<file path="config.mk">
export PLATFORM = sky130hd
export DESIGN_NAME = joystick_frame_gen_flat
export DESIGN_NICKNAME = d
export VERILOG_FILES = /design/src/rtl/jfg_pkg.sv /design/src/rtl/joystick_frame_gen_if.sv /design/src/rtl/jfg_debounce.sv /design/src/rtl/joystick_frame_gen.sv /design/src/flat_wrapper.sv
export SDC_FILE = /design/constraint.sdc
export NUM_CORES = 1
export LEC_CHECK = 0
export BUFFER_PORTS_ARGS = -buffer_cell sky130_fd_sc_hd__buf_2
export CAP_MARGIN = 20
export CORE_MARGIN = 2
export CORE_UTILIZATION = 55
export DETAILED_ROUTE_END_ITERATION = 10
export GPL_TIMING_DRIVEN = 0
export HOLD_SLACK_MARGIN = 0.12
export PLACE_DENSITY = 0.85
export SETUP_SLACK_MARGIN = 0.1
export SLEW_MARGIN = 20
export SYNTH_ARGS = -nofsm -noshare
export SYNTH_HDL_FRONTEND = slang
export SYNTH_SLANG_ARGS = --single-unit
</file>
<file path="constraint.sdc">
create_clock -name clock -period 6.3 [get_ports clock]
set_clock_uncertainty 0.1 [all_clocks]
set_input_delay 0.63 -clock clock [delete_from_list [all_inputs] [get_ports clock]]
set_output_delay 0.63 -clock clock [all_outputs]
set_load 0.02 [all_outputs]
</file>
<file path="src/rtl/jfg_pkg.sv">
// Shared types, text layout constants and glyph lookup for the joystick frame generator.
// Optional macro JFG_IDLE_TEXT_EN draws "IDLE" when no direction is active.
package jfg_pkg;

    localparam int FRAME_CHARS = 64;
    localparam int FRAME_BITS  = FRAME_CHARS * 8;
    localparam logic [7:0] SPACE = 8'h20;

    localparam int DIR_UP    = 3;
    localparam int DIR_DOWN  = 2;
    localparam int DIR_LEFT  = 1;
    localparam int DIR_RIGHT = 0;

    localparam int UP_START    = 7;
    localparam int LEFT_START  = 16;
    localparam int IDLE_START  = 38;
    localparam int RIGHT_START = 43;
    localparam int DOWN_START  = 54;

    localparam logic [23:0] UP_TEXT    = "TOP";
    localparam logic [39:0] LEFT_TEXT  = "SIDE1";
    localparam logic [39:0] RIGHT_TEXT = "SIDE2";
    localparam logic [31:0] DOWN_TEXT  = "DOWN";
    localparam logic [31:0] IDLE_TEXT  = "IDLE";

    typedef enum logic [1:0] {
        ST_IDLE,
        ST_BUILD,
        ST_PUBLISH,
        ST_HOLD
    } jfg_state_t;

    // Character at byte index idx of the frame for direction set dir.
    // Text regions never overlap, so the checks can be applied in any order.
    function automatic logic [7:0] glyph(input logic [3:0] dir, input logic [5:0] idx);
        int i;
        logic [7:0] c;
        i = int'(idx);
        c = SPACE;
        if (dir[DIR_UP] && i >= UP_START && i < UP_START + 3)
            c = UP_TEXT[8*(UP_START + 2 - i) +: 8];
        if (dir[DIR_LEFT] && i >= LEFT_START && i < LEFT_START + 5)
            c = LEFT_TEXT[8*(LEFT_START + 4 - i) +: 8];
        if (dir[DIR_RIGHT] && i >= RIGHT_START && i < RIGHT_START + 5)
            c = RIGHT_TEXT[8*(RIGHT_START + 4 - i) +: 8];
        if (dir[DIR_DOWN] && i >= DOWN_START && i < DOWN_START + 4)
            c = DOWN_TEXT[8*(DOWN_START + 3 - i) +: 8];
`ifdef JFG_IDLE_TEXT_EN
        if (dir == 4'd0 && i >= IDLE_START && i < IDLE_START + 4)
            c = IDLE_TEXT[8*(IDLE_START + 3 - i) +: 8];
`endif
        return c;
    endfunction

endpackage

</file>
<file path="src/rtl/joystick_frame_gen_if.sv">
// Frame hand-off between the frame generator (master) and the OLED byte sequencer (slave).
interface joystick_frame_gen_if;
    import jfg_pkg::*;

    logic [FRAME_BITS-1:0] frame;
    logic                  frame_update;
    logic                  consumer_ready;

    modport master (output frame, output frame_update, input consumer_ready);
    modport slave  (input frame, input frame_update, output consumer_ready);
endinterface

</file>
<file path="src/rtl/jfg_debounce.sv">
// Two-flop synchroniser followed by a consecutive-sample debouncer for one raw button.
module jfg_debounce #(
    parameter int DEBOUNCE_CYCLES = 1000000
) (
    input  logic clock,
    input  logic reset_n,
    input  logic raw,
    output logic stable
);
    localparam int CW = $clog2(DEBOUNCE_CYCLES + 1);

    logic          sync1_reg;
    logic          sync2_reg;
    logic          stable_reg;
    logic [CW-1:0] cnt_reg;

    always_ff @(posedge clock or negedge reset_n) begin
        if (!reset_n) begin
            sync1_reg  <= 1'b0;
            sync2_reg  <= 1'b0;
            stable_reg <= 1'b0;
            cnt_reg    <= '0;
        end else begin
            sync1_reg <= raw;
            sync2_reg <= sync1_reg;
            // Counter holds the number of consecutive samples disagreeing with stable_reg.
            if (sync2_reg == stable_reg) begin
                cnt_reg <= '0;
            end else if (cnt_reg == CW'(DEBOUNCE_CYCLES - 1)) begin
                stable_reg <= sync2_reg;
                cnt_reg    <= '0;
            end else begin
                cnt_reg <= cnt_reg + 1'b1;
            end
        end
    end

    assign stable = stable_reg;
endmodule

</file>
<file path="src/rtl/joystick_frame_gen.sv">
// Debounces four direction buttons and publishes a 4x16 ASCII frame on each change, rate-limited.
// Optional macro JFG_IDLE_TEXT_EN (see jfg_pkg) adds "IDLE" text for an empty direction set.
module joystick_frame_gen
    import jfg_pkg::*;
#(
    parameter int DEBOUNCE_CYCLES = 1000000,
    parameter int MIN_HOLD_CYCLES = 10000000
) (
    input  logic                       clock,
    input  logic                       reset_n,
    input  logic                       btn_up,
    input  logic                       btn_down,
    input  logic                       btn_left,
    input  logic                       btn_right,
    output logic [3:0]                 direction,
    joystick_frame_gen_if.master       frame_bus
);
    localparam int IW = $clog2(FRAME_CHARS);
    localparam int HW = $clog2(MIN_HOLD_CYCLES + 1);

    logic [3:0]            btn_raw;
    jfg_state_t            state_reg;
    logic [FRAME_BITS-1:0] frame_reg;
    logic                  frame_update_reg;
    logic [3:0]            snap_reg;
    logic [3:0]            last_pub_reg;
    logic [IW-1:0]         char_idx_reg;
    logic [HW-1:0]         hold_cnt_reg;
    logic                  pending_reg;
    logic [7:0]            shadow_mem [FRAME_CHARS];
    logic [FRAME_BITS-1:0] shadow_flat;

    assign btn_raw = {btn_up, btn_down, btn_left, btn_right};

    genvar gi;
    generate
        for (gi = 0; gi < 4; gi++) begin : g_debounce
            jfg_debounce #(
                .DEBOUNCE_CYCLES(DEBOUNCE_CYCLES)
            ) u_debounce (
                .clock   (clock),
                .reset_n (reset_n),
                .raw     (btn_raw[gi]),
                .stable  (direction[gi])
            );
        end
        for (gi = 0; gi < FRAME_CHARS; gi++) begin : g_flatten
            assign shadow_flat[FRAME_BITS-1-8*gi -: 8] = shadow_mem[gi];
        end
    endgenerate

    // Shadow buffer is fully rewritten before every publish, so it needs no reset.
    always_ff @(posedge clock) begin
        if (state_reg == ST_BUILD)
            shadow_mem[char_idx_reg] <= glyph(snap_reg, char_idx_reg);
    end

    always_ff @(posedge clock or negedge reset_n) begin
        if (!reset_n) begin
            state_reg        <= ST_IDLE;
            frame_reg        <= {FRAME_CHARS{SPACE}};
            frame_update_reg <= 1'b0;
            snap_reg         <= '0;
            last_pub_reg     <= '0;
            char_idx_reg     <= '0;
            hold_cnt_reg     <= '0;
            pending_reg      <= 1'b1;
        end else begin
            frame_update_reg <= 1'b0;
            case (state_reg)
                ST_IDLE: begin
                    if (pending_reg || direction != last_pub_reg) begin
                        snap_reg     <= direction;
                        char_idx_reg <= '0;
                        pending_reg  <= 1'b0;
                        state_reg    <= ST_BUILD;
                    end
                end
                ST_BUILD: begin
                    if (char_idx_reg == IW'(FRAME_CHARS - 1))
                        state_reg <= ST_PUBLISH;
                    else
                        char_idx_reg <= char_idx_reg + 1'b1;
                end
                ST_PUBLISH: begin
                    if (frame_bus.consumer_ready) begin
                        frame_reg        <= shadow_flat;
                        frame_update_reg <= 1'b1;
                        last_pub_reg     <= snap_reg;
                        hold_cnt_reg     <= '0;
                        state_reg        <= ST_HOLD;
                    end
                end
                ST_HOLD: begin
                    if (hold_cnt_reg == HW'(MIN_HOLD_CYCLES - 1))
                        state_reg <= ST_IDLE;
                    else
                        hold_cnt_reg <= hold_cnt_reg + 1'b1;
                end
                default: state_reg <= ST_IDLE;
            endcase
        end
    end

    assign frame_bus.frame        = frame_reg;
    assign frame_bus.frame_update = frame_update_reg;
endmodule

</file>
<file path="src/flat_wrapper.sv">
// flat-port wrapper written by rule: the top's interface ports become plain ports
module joystick_frame_gen_flat import jfg_pkg::*;
#(
    parameter int DEBOUNCE_CYCLES = 1000000,
    parameter int MIN_HOLD_CYCLES = 10000000
)
  (clock, reset_n, btn_up, btn_down, btn_left, btn_right, direction, frame_bus_frame, frame_bus_frame_update, frame_bus_consumer_ready);
  joystick_frame_gen_if frame_bus_i ();
  input  logic clock;
  input  logic reset_n;
  input  logic btn_up;
  input  logic btn_down;
  input  logic btn_left;
  input  logic btn_right;
  output logic [3:0] direction;
  output wire logic [$bits(frame_bus_i.frame)-1:0] frame_bus_frame;
  output wire logic [$bits(frame_bus_i.frame_update)-1:0] frame_bus_frame_update;
  input wire logic [$bits(frame_bus_i.consumer_ready)-1:0] frame_bus_consumer_ready;
  assign frame_bus_frame = frame_bus_i.frame;
  assign frame_bus_frame_update = frame_bus_i.frame_update;
  assign frame_bus_i.consumer_ready = frame_bus_consumer_ready;
  joystick_frame_gen #(.DEBOUNCE_CYCLES(DEBOUNCE_CYCLES), .MIN_HOLD_CYCLES(MIN_HOLD_CYCLES)) u_core (.clock(clock), .reset_n(reset_n), .btn_up(btn_up), .btn_down(btn_down), .btn_left(btn_left), .btn_right(btn_right), .direction(direction), .frame_bus(frame_bus_i));
endmodule
</file>
==> results of run 1 <==
-- layer usage --
metal | share of wire (%) | vias to the layer above
li1 | - | 11772
met1 | 38 | 12926
met2 | 49 | 1220
met3 | 7.6 | 278
met4 | 5.0 | 0
met5 | 0 | -
-- what timing repair did --
item	CTS	global route
endpoints found under the hold margin	101	0
setup buffers	0	0
endpoints found under the setup margin	0	0
hold buffers	5	0
-- cells in the mapped netlist (7+ instances only) --
cell	n	area share (%)
and4_1	12	0.28
buf_1	12	0.12
mux2_2	9	0.27
and3_1	13	0.21
nand2b_1	7	0.11
xor2_1	50	1.1
nand2_1	1413	14
buf_4	74	1.5
edfxtp_1	448	35
a21oi_1	12	0.16
o21ai_0	14	0.18
clkbuf_1	82	0.81
nor2_1	189	1.9
dfrtp_1	517	34
ha_1	16	0.52
inv_1	20	0.20
nand4_1	28	0.46
nand3_1	50	0.65
buf_2	26	0.34
or3_1	10	0.16
dfstp_2	65	4.5
nor3_1	12	0.16
xnor2_1	40	0.92
nor4_1	9	0.15
-- cells in the final DEF (no fill, tap or decap), types with 9 or more instances in the layout --
master / Yosys / final
nor2_1: 189 / 188
dfrtp_1: 517 / 517
clkbuf_16: 0 / 102
clkbuf_8: 0 / 15
edfxtp_1: 448 / 448
buf_4: 74 / 74
clkinv_1: 0 / 13
buf_2: 26 / 484
buf_1: 12 / 12
xnor2_1: 40 / 40
mux2_2: 9 / 9
nor4_1: 9 / 9
xor2_1: 50 / 50
or3_1: 10 / 10
conb_1: 1 / 64
buf_16: 0 / 19
and3_1: 13 / 13
nor3_1: 12 / 12
clkinv_2: 0 / 16
and4_1: 12 / 12
nand3_1: 50 / 49
nand4_1: 28 / 28
o21ai_0: 14 / 13
ha_1: 16 / 16
dfstp_2: 65 / 65
nand2_1: 1413 / 1412
a21oi_1: 12 / 12
inv_1: 20 / 20
clkbuf_1: 82 / 100
-- worst max-delay path: stages, from the launching register on --
cell and delay, ns:
dfrtp_1 0.42, clkbuf_1 0.45, inv_1 0.28, ha_1 0.34, clkbuf_1 0.30, nor2_1 0.10
o211ai_1 0.19, a21oi_1 0.10, o221ai_1 0.31, nand2_4 0.37, buf_16 0.36
-- layout make-up --
cell class	instances	area, µm²
Sequential cell	1030	28100
Fill cell	4679	22550
Multi-Input combinational cell	2048	9280
Timing Repair Buffer	491	3008
Clock buffer	135	2826
Tap cell	931	1165
Buffer	197	1081
Clock inverter	57	620.6
Inverter	20	75.07
-- cell families after synthesis --
| group | after synthesis |
|---|---|
| muxes | 13 |
| xor gates and xnor gates | 90 |
| other | 1 |
| and+or+nand+nor | 1792 |
| adders and majority gates | 16 |
| AOI/OAI and AO/OA | 73 |
| buffers and inverters | 217 |
| DFF | 1030 |
-- where the power goes --
| part | internal [mW] | leakage (nW) | switching (mW) |
|---|---|---|---|
| Combinational | 0.0532 | 8.86 | 0.131 |
| Clock | 3.52 | 1.67 | 2.61 |
| Sequential | 6.98 | 11.0 | 0.00817 |
| Total | 10.6 | 21.5 | 2.75 |
-- worst max path at each step --
stage,from,to
global route,u_core.char_idx_reg[1]$_DFFE_PN0P_,u_core.shadow_mem[56][6]$_DFFE_PP_
finish,u_core.char_idx_reg[1]$_DFFE_PN0P_,u_core.shadow_mem[56][6]$_DFFE_PP_
CTS,u_core.char_idx_reg[1]$_DFFE_PN0P_,u_core.shadow_mem[63][4]$_DFFE_PP_
floorplan,u_core.char_idx_reg[2]$_DFFE_PN0P_,u_core.shadow_mem[0][4]$_DFFE_PP_
global placement,reset_n,u_core.frame_bus.frame[99]$_DFFE_PN0P_
detailed placement,u_core.char_idx_reg[1]$_DFFE_PN0P_,u_core.shadow_mem[3][4]$_DFFE_PP_
-- through the flow --
stage,setup TNS (ns),utilization (%),power [mW],hold slack (ns),setup slack (ns)
after floorplan,0,-,7.198,0.2312,1.150
after global placement,-5224.66,61.00,7.280,0.2331,-7.607
after detailed placement,0,62.08,7.298,0.2347,2.512
after CTS,0,67.17,13.37,0.2483,2.464
after global routing,0,67.18,13.66,0.2678,2.421
final,0,67.18,13.30,0.2504,2.608
==> flow_metrics.py, run 1 <==
metrics = {
    "run_status": {
        "status": "complete, no violations",
    },
    "layout": {
        "final_cells": 4909,
        "nets": 3912,
        "drive_gt1_share_pct": 21.67,
        "area_delta_synth_final_pct": 20.78,
        "diodes": 0,
        "postLayoutCellArea_um2": 46150,
    },
    "critical_path": {
        "cp-start-kind": "flop",
        "regToRegEndpoint": "u_core.shadow_mem[56][6]$_DFFE_PP_",
        "reg2regPathDepth": 10,
        "worstPathMaxFanout": 36,
        "cp.arrival_ns": 3.93,
        "crit_type": "reg2reg",
        "r2r_slack_ns": 2.61,
        "r2r-start": "u_core.char_idx_reg[1]$_DFFE_PN0P_",
        "worstSetupEndpointType": "flop",
        "crit_required_ns": 6.54,
    },
    "logic_synthesis": {
        "synth_xor_area_share_pct": 2.063,
        "yosysWarningCount": 0,
        "synth_top_family_by_area": "simple AND/OR/NAND/NOR gates",
        "seq_area_frac_synth_pct": 73.53,
        "netlist_area_um2": 38210,
        "synth-simple-area-share_pct": 19.06,
        "avgSynthCellArea_um2": 11.82,
        "synth_fa_ha_area_share_pct": 0.5239,
        "synth_compound_area_share_pct": 1.405,
        "async_reset_ff_share_pct": 56.50,
        "synth_edf_count": 448,
        "synth_seq_cells": 1030,
        "muxShareOfSynthArea_pct": 0.3831,
        "ys.flop_type": "dfrtp_1",
        "netlist-cell-type-count": 72,
        "postSynthCellCount": 3232,
    },
    "clock_network": {
        "clock_sinks": 1030,
        "clockBufferDepth": 3,
        "cts_tree": "built",
        "root_buffer": "clkbuf_16",
        "clk_pin_slew_ns": 0.07,
        "clkLatencyLatePin_ns": 0.67,
        "cts_resized": 0,
        "cts_buffers": 101,
        "h-tree-depth": 3,
    },
    "timing": {
        "setup_viol": 0,
        "fin_crit_ns": 3.692,
        "timing.fmax_mhz": 270.9,
        "worstMarginPinSlew_ns": 1.158,
        "period_share_pct": 58.60,
        "slew_headroom_pct": 22.59,
        "rsz0062_at_grt": "false",
        "slew_violations": 0,
        "finalHoldViolCount": 0,
    },
    "floorplanning": {
        "io_pins": 524,
        "dieHeight_um": 267.6,
        "die-area_um2": 71600,
        "start_util_pct": 55.62,
        "core-area_um2": 68710,
        "die_x_um": 267.6,
        "std_cell_rows": 96,
    },
    "routing": {
        "first_pass_iters": 6,
        "drc_errors": 0,
        "viasPerCell": 5.336,
        "num_vias": 26196,
        "wl_per_cell_um": 20.47,
        "postRouteAntennaNets": 0,
        "wirelength_mm": 100.5,
        "drt_iter0_drc": 2319,
    },
    "global_route": {
        "busiest_layer": "met2",
        "grt_pass1_wl_mm": 150.2,
        "met1_usage_pct": 35.42,
        "grt.overflow.total": 0,
        "antenna_found_initial": 2,
        "grt_pass1_vias": 25981,
        "grt_util_all_layers_pct": 27.88,
        "grt_max_degree": 98,
        "grt_util_met2_pct": 46.37,
        "met3_usage_pct": 5.029,
    },
    "min_path": {
        "whs_endpoint": "u_core.g_debounce[0].u_debounce.sync2_reg$_DFF_PN0_",
        "hp-start": "u_core.g_debounce[0].u_debounce.sync1_reg$_DFF_PN0_",
        "hold_depth": 0,
        "hold_class": "reg2reg",
    },
    "place": {
        "place.gp.congestion": 0.8487,
        "placedCellCount": 4712,
        "port_buffers": 459,
        "place_area_um2": 42650,
        "hpwl_mm": 65.78,
    },
    "pwr": {
        "p_leak_nw": 21.51,
        "vdd_drop_max_v": 0.0002444,
        "power-per-cell-area_nw_per_um2": 288.2,
    },
    "run": {
        "max-cap-violations": 0,
    },
}
Power figures use the tool's default switching activity.
==> run 2, diff against run 1 <==
--- a/config.mk
+++ b/config.mk
@@ -8,11 +8,11 @@
 export BUFFER_PORTS_ARGS = -buffer_cell sky130_fd_sc_hd__buf_2
 export CAP_MARGIN = 20
 export CORE_MARGIN = 2
-export CORE_UTILIZATION = 55
+export CORE_UTILIZATION = 52
 export DETAILED_ROUTE_END_ITERATION = 10
 export GPL_TIMING_DRIVEN = 0
 export HOLD_SLACK_MARGIN = 0.12
-export PLACE_DENSITY = 0.85
+export PLACE_DENSITY = 0.84
 export SETUP_SLACK_MARGIN = 0.1
 export SLEW_MARGIN = 20
 export SYNTH_ARGS = -nofsm -noshare
==> constraint.sdc (replaced) <==
create_clock -name clock -period 3.15 [get_ports clock]
set_clock_uncertainty 0.1 [all_clocks]
set_input_delay 0.315 -clock clock [delete_from_list [all_inputs] [get_ports clock]]
set_output_delay 0.315 -clock clock [all_outputs]
set_load 0.02 [all_outputs]
==> run 2 against run 1 <==
Effect of this change:
- wire length increased by 4.3%
- non-clock buffer count grew 22
- setup slack got worse by 2.5 ns
- critical endpoint is now u_core.shadow_mem[45][6]$_DFFE_PP_
==> flow_metrics.py, run 2 (same netlist as run 1, synthesis figures left out) <==
metrics = {
    "floorplanning": {
        "core-area_um2": 72830,
        "std_cell_rows": 99,
        "start_util_pct": 52.47,
        "die-area_um2": 75670,
        "dieHeight_um": 275.1,
        "die_x_um": 275.1,
        "io_pins": 524,
    },
    "pwr": {
        "power-per-cell-area_nw_per_um2": 574.7,
        "p_leak_nw": 21.74,
        "power.internal_mw": 21.38,
        "switching_share_pct": 20.65,
        "power.switching_mw": 5.566,
        "vdd_drop_max_v": 0.0006275,
        "total_power_mw": 26.95,
        "share_seq_of_total_power_pct": 51.8,
        "p_clk_share_pct": 46.8,
        "combPwrFrac_pct": 1.4,
    },
    "clock_network": {
        "root_buffer": "clkbuf_16",
        "cts_tree": "built",
        "clkLatencyLatePin_ns": 0.67,
        "h-tree-depth": 3,
        "clk_pin_slew_ns": 0.06,
        "clockBufferDepth": 3,
        "cts_buffers": 100,
        "clock_sinks": 1030,
    },
    "place": {
        "place.gp.congestion": 0.8703,
        "hpwl_mm": 65.91,
        "place_ws_ns": -0.6626,
        "port_buffers": 459,
        "place_area_um2": 42650,
    },
    "timing": {
        "hold-worst-slack_ns": 0.1574,
        "finalHoldViolCount": 0,
        "slew_headroom_pct": 34.13,
        "worstMarginPinSlew_ns": 0.9851,
        "slew_violations": 0,
        "final.setup.tns_ns": 0,
        "fin_crit_ns": 3.017,
        "period_share_pct": 95.79,
        "timing.fmax_mhz": 331.4,
        "layout_setup_ws_ns": 0.1325,
        "setup_viol": 0,
        "rsz0062_at_grt": "true",
    },
    "global_route": {
        "grt.overflow.total": 0,
        "grt_pass1_wl_mm": 155.5,
        "antenna_found_initial": 3,
        "grt_pass1_vias": 26578,
        "grt_util_all_layers_pct": 27.26,
        "grt_max_degree": 95,
    },
    "layout": {
        "multi_input_area_um2": 9682,
        "nets": 3936,
        "final_common_cell": "nand2_1",
        "drive_gt1_share_pct": 24.29,
        "postLayoutCellArea_um2": 46890,
        "area_delta_synth_final_pct": 22.71,
        "layout_common_cells": "1409 x nand2_1, 515 x dfrtp_1, 483 x buf_2",
        "diodes": 0,
        "n_fill_cell": 5020,
        "seq_area_um2": 28100,
    },
    "critical_path": {
        "worstPathCellList": "clkbuf_1, buf_2, nand3_4, nor2_2",
        "r2r_slack_ns": 0.13,
        "cp.arrival_ns": 3.20,
        "crit_type": "reg2reg",
        "critPathSlowestCell": "buf_2",
        "worst-path-buf-inv": 2,
        "crit_family": "buffers and inverters",
        "worstSetupEndpointType": "flop",
        "worstPathMaxFanout": 11,
        "critPathMaxStageDelay_ns": 0.56,
        "cp-start-kind": "flop",
        "crit_required_ns": 3.33,
    },
    "run": {
        "max-cap-violations": 0,
    },
    "routing": {
        "drc_errors": 0,
        "num_vias": 26737,
        "postRouteAntennaNets": 0,
        "wirelength_mm": 104.8,
        "drt_iter0_drc": 2720,
        "viasPerCell": 5.391,
        "wl_per_cell_um": 21.12,
        "first_pass_iters": 6,
    },
    "run_status": {
        "status": "complete, no violations",
    },
    "min_path": {
        "hold_class": "in2async",
    },
}
[run 2: changes by cell type in the layout (fill, tap and decap cells not counted), sizes merged]
cell,delta
dlygate4sd3,+1
buf,+23
inv,-5
nand3,+1
bufinv,+5
nand2,+1
a21o,+1
clkinv,-4
[run 2: power groups by stage]
| stage | logic [mW] | registers, mW | clock network, mW |
|---|---|---|---|
| after global routing | 0.419 | 14.0 | 13.3 |
| after CTS | 0.370 | 14.0 | 12.7 |
| after detailed placement | 0.363 | 14.2 | 0 |
| final | 0.366 | 14.0 | 12.6 |
| after floorplan | 0.169 | 14.2 | 0 |
| after global placement | 0.330 | 14.2 | 0 |
[run 2: cell type report]
| type | instances | share of cell area, % |
|---|---|---|
| buffer | 196 | 2.348 |
| clock buffer | 137 | 5.913 |
| clock inverter | 53 | 1.614 |
| inverter | 20 | 0.1761 |
| multi-input combinational | 2051 | 20.65 |
| sequential | 1030 | 59.93 |
| tap | 959 | 2.559 |
| timing repair buffer | 514 | 6.817 |
[run 2: what timing repair did]
item / 4_1_cts / 5_1_grt
hold buffers: 6 / 0
gates resized for setup: 76 / 47
cloned: 4 / 0
setup buffers: 16 / 6
hold endpoints to repair: 148 / 0
endpoints found under the setup margin: 755 / 710
pin swaps: 7 / 2
[run 2: path summary, 6_finish.rpt]
check	startpoint	to	cells after the start
min in group clock	btn_up	u_core.g_debounce[3].u_debounce.sync1_reg$_DFF_PN0_	2
max in group asynchronous	reset_n	u_core.frame_bus.frame[181]$_DFFE_PN1P_	4
setup / recovery	u_core.char_idx_reg[0]$_DFFE_PN0P_	u_core.shadow_mem[45][6]$_DFFE_PP_	4
setup reg to reg	u_core.char_idx_reg[0]$_DFFE_PN0P_	u_core.shadow_mem[45][6]$_DFFE_PP_	4
hold / removal	reset_n	u_core.frame_bus.frame[225]$_DFFE_PN0P_	2
hold reg to reg	u_core.g_debounce[2].u_debounce.sync1_reg$_DFF_PN0_	u_core.g_debounce[2].u_debounce.sync2_reg$_DFF_PN0_	0
[run 2: layer usage]
layer	GRT usage (%)	vias up	routed length (µm)
met3	4.600	286	7944
met2	46.19	1336	52450
met5	0	-	13
met4	12.59	2	4955
li1	-	11812	-
met1	34.49	13301	39410
[run 2: worst register-to-register path, delay by kind of cell (launching register included)]
kind                   cells  cell delay, ns
buffers and inverters      2            1.07
DFF                        1            0.52
and+or+nand+nor            2            0.94
[run 2: stage by stage]
stage                     std cells  utilization [%]
final                          4960            64.38
after global routing           4960            64.38
after CTS                      4955            64.14
after detailed placement       4739            58.55
after global placement         4713            57.68
after floorplan                3295                -
==> run 3, diff against run 2 <==
--- a/config.mk
+++ b/config.mk
@@ -5,6 +5,7 @@
 export SDC_FILE = /design/constraint.sdc
 export NUM_CORES = 1
 export LEC_CHECK = 0
+export ABC_AREA = 1
 export BUFFER_PORTS_ARGS = -buffer_cell sky130_fd_sc_hd__buf_2
 export CAP_MARGIN = 20
 export CORE_MARGIN = 2
==> run 3 against run 2 <==
Effect of this change:
- design area increased by 1.4%
- highest routed layer unchanged
- register-to-register slack improved by 0.02 ns
- non-clock buffer count shrank 21
- clock-buffer cell count rose by 2
- largest cell class unchanged
- clock power is essentially flat
- via count rose by 5.7%
- synthesized cell count is 13% higher
- setup slack gained 0.022 ns
- worst hold slack gained 0.0081 ns
- sequential power barely moved
- critical endpoint is now u_core.shadow_mem[15][5]$_DFFE_PP_
==> flow_metrics.py, run 3 <==
metrics = {
    "global_route": {
        "grt_max_degree": 99,
        "grt_util_all_layers_pct": 27.00,
        "grt_pass1_wl_mm": 160.1,
        "grt_pass1_vias": 27980,
        "grt.overflow.total": 0,
        "antenna_found_initial": 2,
    },
    "floorplanning": {
        "die_x_um": 278.6,
        "core-area_um2": 74570,
        "dieHeight_um": 278.6,
        "start_util_pct": 52.58,
        "die-area_um2": 77620,
        "io_pins": 524,
        "std_cell_rows": 100,
    },
    "logic_synthesis": {
        "yosysWarningCount": 0,
        "synth_compound_area_share_pct": 0.7371,
        "synth_edf_count": 448,
        "synth_top_area_cell": "edfxtp_1",
        "netlist_top_cells_area": "edfxtp_1 34%, dfrtp_1 33%, nand2_1 16%",
        "synth_commonest_cells": "1670 x nand2_1, 517 x dfrtp_1, 448 x edfxtp_1",
        "netlist_area_um2": 39210,
        "yosysMostFrequentCell": "nand2_1",
        "synth_fa_ha_area_share_pct": 0.5105,
        "synth_top_family_by_area": "simple AND/OR/NAND/NOR gates",
        "ys.flop_type": "dfrtp_1",
        "postSynthCellCount": 3641,
        "netlist-cell-type-count": 48,
        "synth-simple-area-share_pct": 22.02,
        "synth_seq_cells": 1030,
        "synth_xor_area_share_pct": 1.184,
        "avgSynthCellArea_um2": 10.77,
        "seq_area_frac_synth_pct": 71.66,
        "async_reset_ff_share_pct": 56.50,
        "yosysTopAreaCellShare_pct": 34.31,
        "muxShareOfSynthArea_pct": 0,
    },
    "critical_path": {
        "r2r-start": "u_core.state_reg[1]$_DFFE_PN0P_",
        "crit_type": "reg2reg",
        "reg2regPathDepth": 5,
        "cp-start-kind": "flop",
        "cp.arrival_ns": 3.16,
        "regToRegEndpoint": "u_core.shadow_mem[15][5]$_DFFE_PP_",
        "setup.worst_path.start": "u_core.state_reg[1]$_DFFE_PN0P_",
        "r2r_slack_ns": 0.15,
        "worstSetupEndpointType": "flop",
        "crit_required_ns": 3.32,
        "worstPathMaxFanout": 10,
    },
    "clock_network": {
        "cts_tree": "built",
        "clk_pin_slew_ns": 0.06,
        "h-tree-depth": 3,
        "clkLatencyLatePin_ns": 0.67,
        "clock_sinks": 1030,
        "cts_buffers": 103,
        "clockBufferDepth": 3,
        "root_buffer": "clkbuf_16",
    },
    "timing": {
        "hold-worst-slack_ns": 0.1655,
        "final.setup.tns_ns": 0,
        "worstMarginPinSlew_ns": 0.9102,
        "rsz0062_at_grt": "true",
        "fin_crit_ns": 2.995,
        "slew_violations": 0,
        "setup_viol": 0,
        "period_share_pct": 95.09,
        "slew_headroom_pct": 39.32,
        "timing.fmax_mhz": 333.8,
        "finalHoldViolCount": 0,
    },
    "pwr": {
        "power.switching_mw": 5.555,
        "p_leak_nw": 22.20,
        "vdd_drop_max_v": 0.0004489,
        "switching_share_pct": 20.55,
        "share_seq_of_total_power_pct": 51.7,
        "p_clk_share_pct": 47.0,
        "power-per-cell-area_nw_per_um2": 568.8,
        "combPwrFrac_pct": 1.4,
        "power.internal_mw": 21.48,
    },
    "layout": {
        "postLayoutCellArea_um2": 47530,
        "area_delta_synth_final_pct": 21.21,
        "nets": 4338,
        "diodes": 0,
        "layout_common_cells": "1664 x nand2_1, 515 x dfrtp_1, 505 x buf_2",
        "n_fill_cell": 5457,
        "final_common_cell": "nand2_1",
        "drive_gt1_share_pct": 21.22,
    },
    "routing": {
        "wl_per_cell_um": 19.83,
        "drt_iter0_drc": 2558,
        "viasPerCell": 5.255,
        "first_pass_iters": 6,
        "postRouteAntennaNets": 0,
        "wirelength_mm": 106.6,
        "num_vias": 28248,
        "drc_errors": 0,
    },
    "run_status": {
        "status": "complete, no violations",
    },
    "run": {
        "max-cap-violations": 0,
    },
    "place": {
        "place.gp.congestion": 0.8967,
        "hpwl_mm": 69.90,
        "place_area_um2": 43560,
        "port_buffers": 459,
    },
    "min_path": {
        "hold_class": "in2async",
    },
}
==> run 3: changes by cell type after synthesis, moves of 19 or more <==
cell      delta
clkbuf_1    -19
nand2_1    +257
buf_2       +22
nor2_1     +100
xnor2_1     -29
nand3_1     +42
inv_1      +100
nor3_1      +34
==> run 3: what timing repair did <==
action                     in CTS  in global routing
pin swaps                       1                  3
resized for setup              34                 33
gates cloned                    0                  2
hold endpoints to repair      226                  0
buffers inserted                3                  4
setup endpoints to repair     636                453
hold buffers                    7                  0
==> run 3: routing by layer <==
layer  GRT usage (%)  routed length (µm)  vias up
li1                -                   -    12864
met1           33.76               40700    13805
met2           45.48               51770     1289
met3           5.003                8711      288
met4           13.22                5389        2
met5               0                  15        -
==> run 3: stage by stage <==
stage               total power, mW  cells  utilization [%]  setup WS (ns)
floorplan                     14.39   3704                -         0.1072
global placement              14.56   5132            57.61         -11.53
detailed placement            14.59   5163            58.42        -0.3308
CTS                           27.20   5369            63.52        0.03093
global route                  27.77   5375            63.74        0.01924
finish                        27.03   5375            63.74         0.1546
==> run 3: worst max path at each step <==
stage,end,cells past startpoint
after floorplan,u_core.shadow_mem[0][0]$_DFFE_PP_,10
after global placement,u_core.char_idx_reg[1]$_DFFE_PN0P_,1
after detailed placement,u_core.shadow_mem[31][0]$_DFFE_PP_,12
after CTS,u_core.shadow_mem[50][0]$_DFFE_PP_,7
after global routing,u_core.shadow_mem[55][5]$_DFFE_PP_,5
final,u_core.shadow_mem[15][5]$_DFFE_PP_,5
==> run 3: cells by family (layout without fill, tap and decap cells) <==
logic type | count (synthesis) | count (layout)
AOI/OAI and AO/OA | 52 | 52
xor gates and xnor gates | 53 | 53
adders and majority gates | 16 | 16
buffers and inverters | 312 | 1012
DFF | 1030 | 1030
other | 1 | 64
and+or+nand+nor | 2177 | 2179
==> run 3: area by class of cell <==
cell class,instances,area [µm²],area share (%)
clock buffers,139,2853,6.002
multi-input cells,2364,10100,21.24
repair buffers,504,2999,6.310
plain buffers,185,1049,2.206
flip-flops and latches,1030,28100,59.12
well taps,969,1212,2.551
clock inverters,57,737.0,1.551
inverters,127,481.7,1.014
==> run 3: power groups by stage <==
stage	clock (mW)	combinational [mW]	sequential, mW
floorplan	0	0.168	14.2
global placement	0	0.333	14.2
detailed placement	0	0.364	14.2
CTS	12.9	0.378	14.0
global route	13.4	0.422	14.0
finish	12.7	0.373	14.0
==> run 3: critical path, cell delays in order, from the launching register on <==
cell and delay (ns):
dfrtp_1 0.41, inv_1 0.09, ha_1 0.19, clkbuf_1 0.41
nand2_1 0.67, nor2_1 0.75
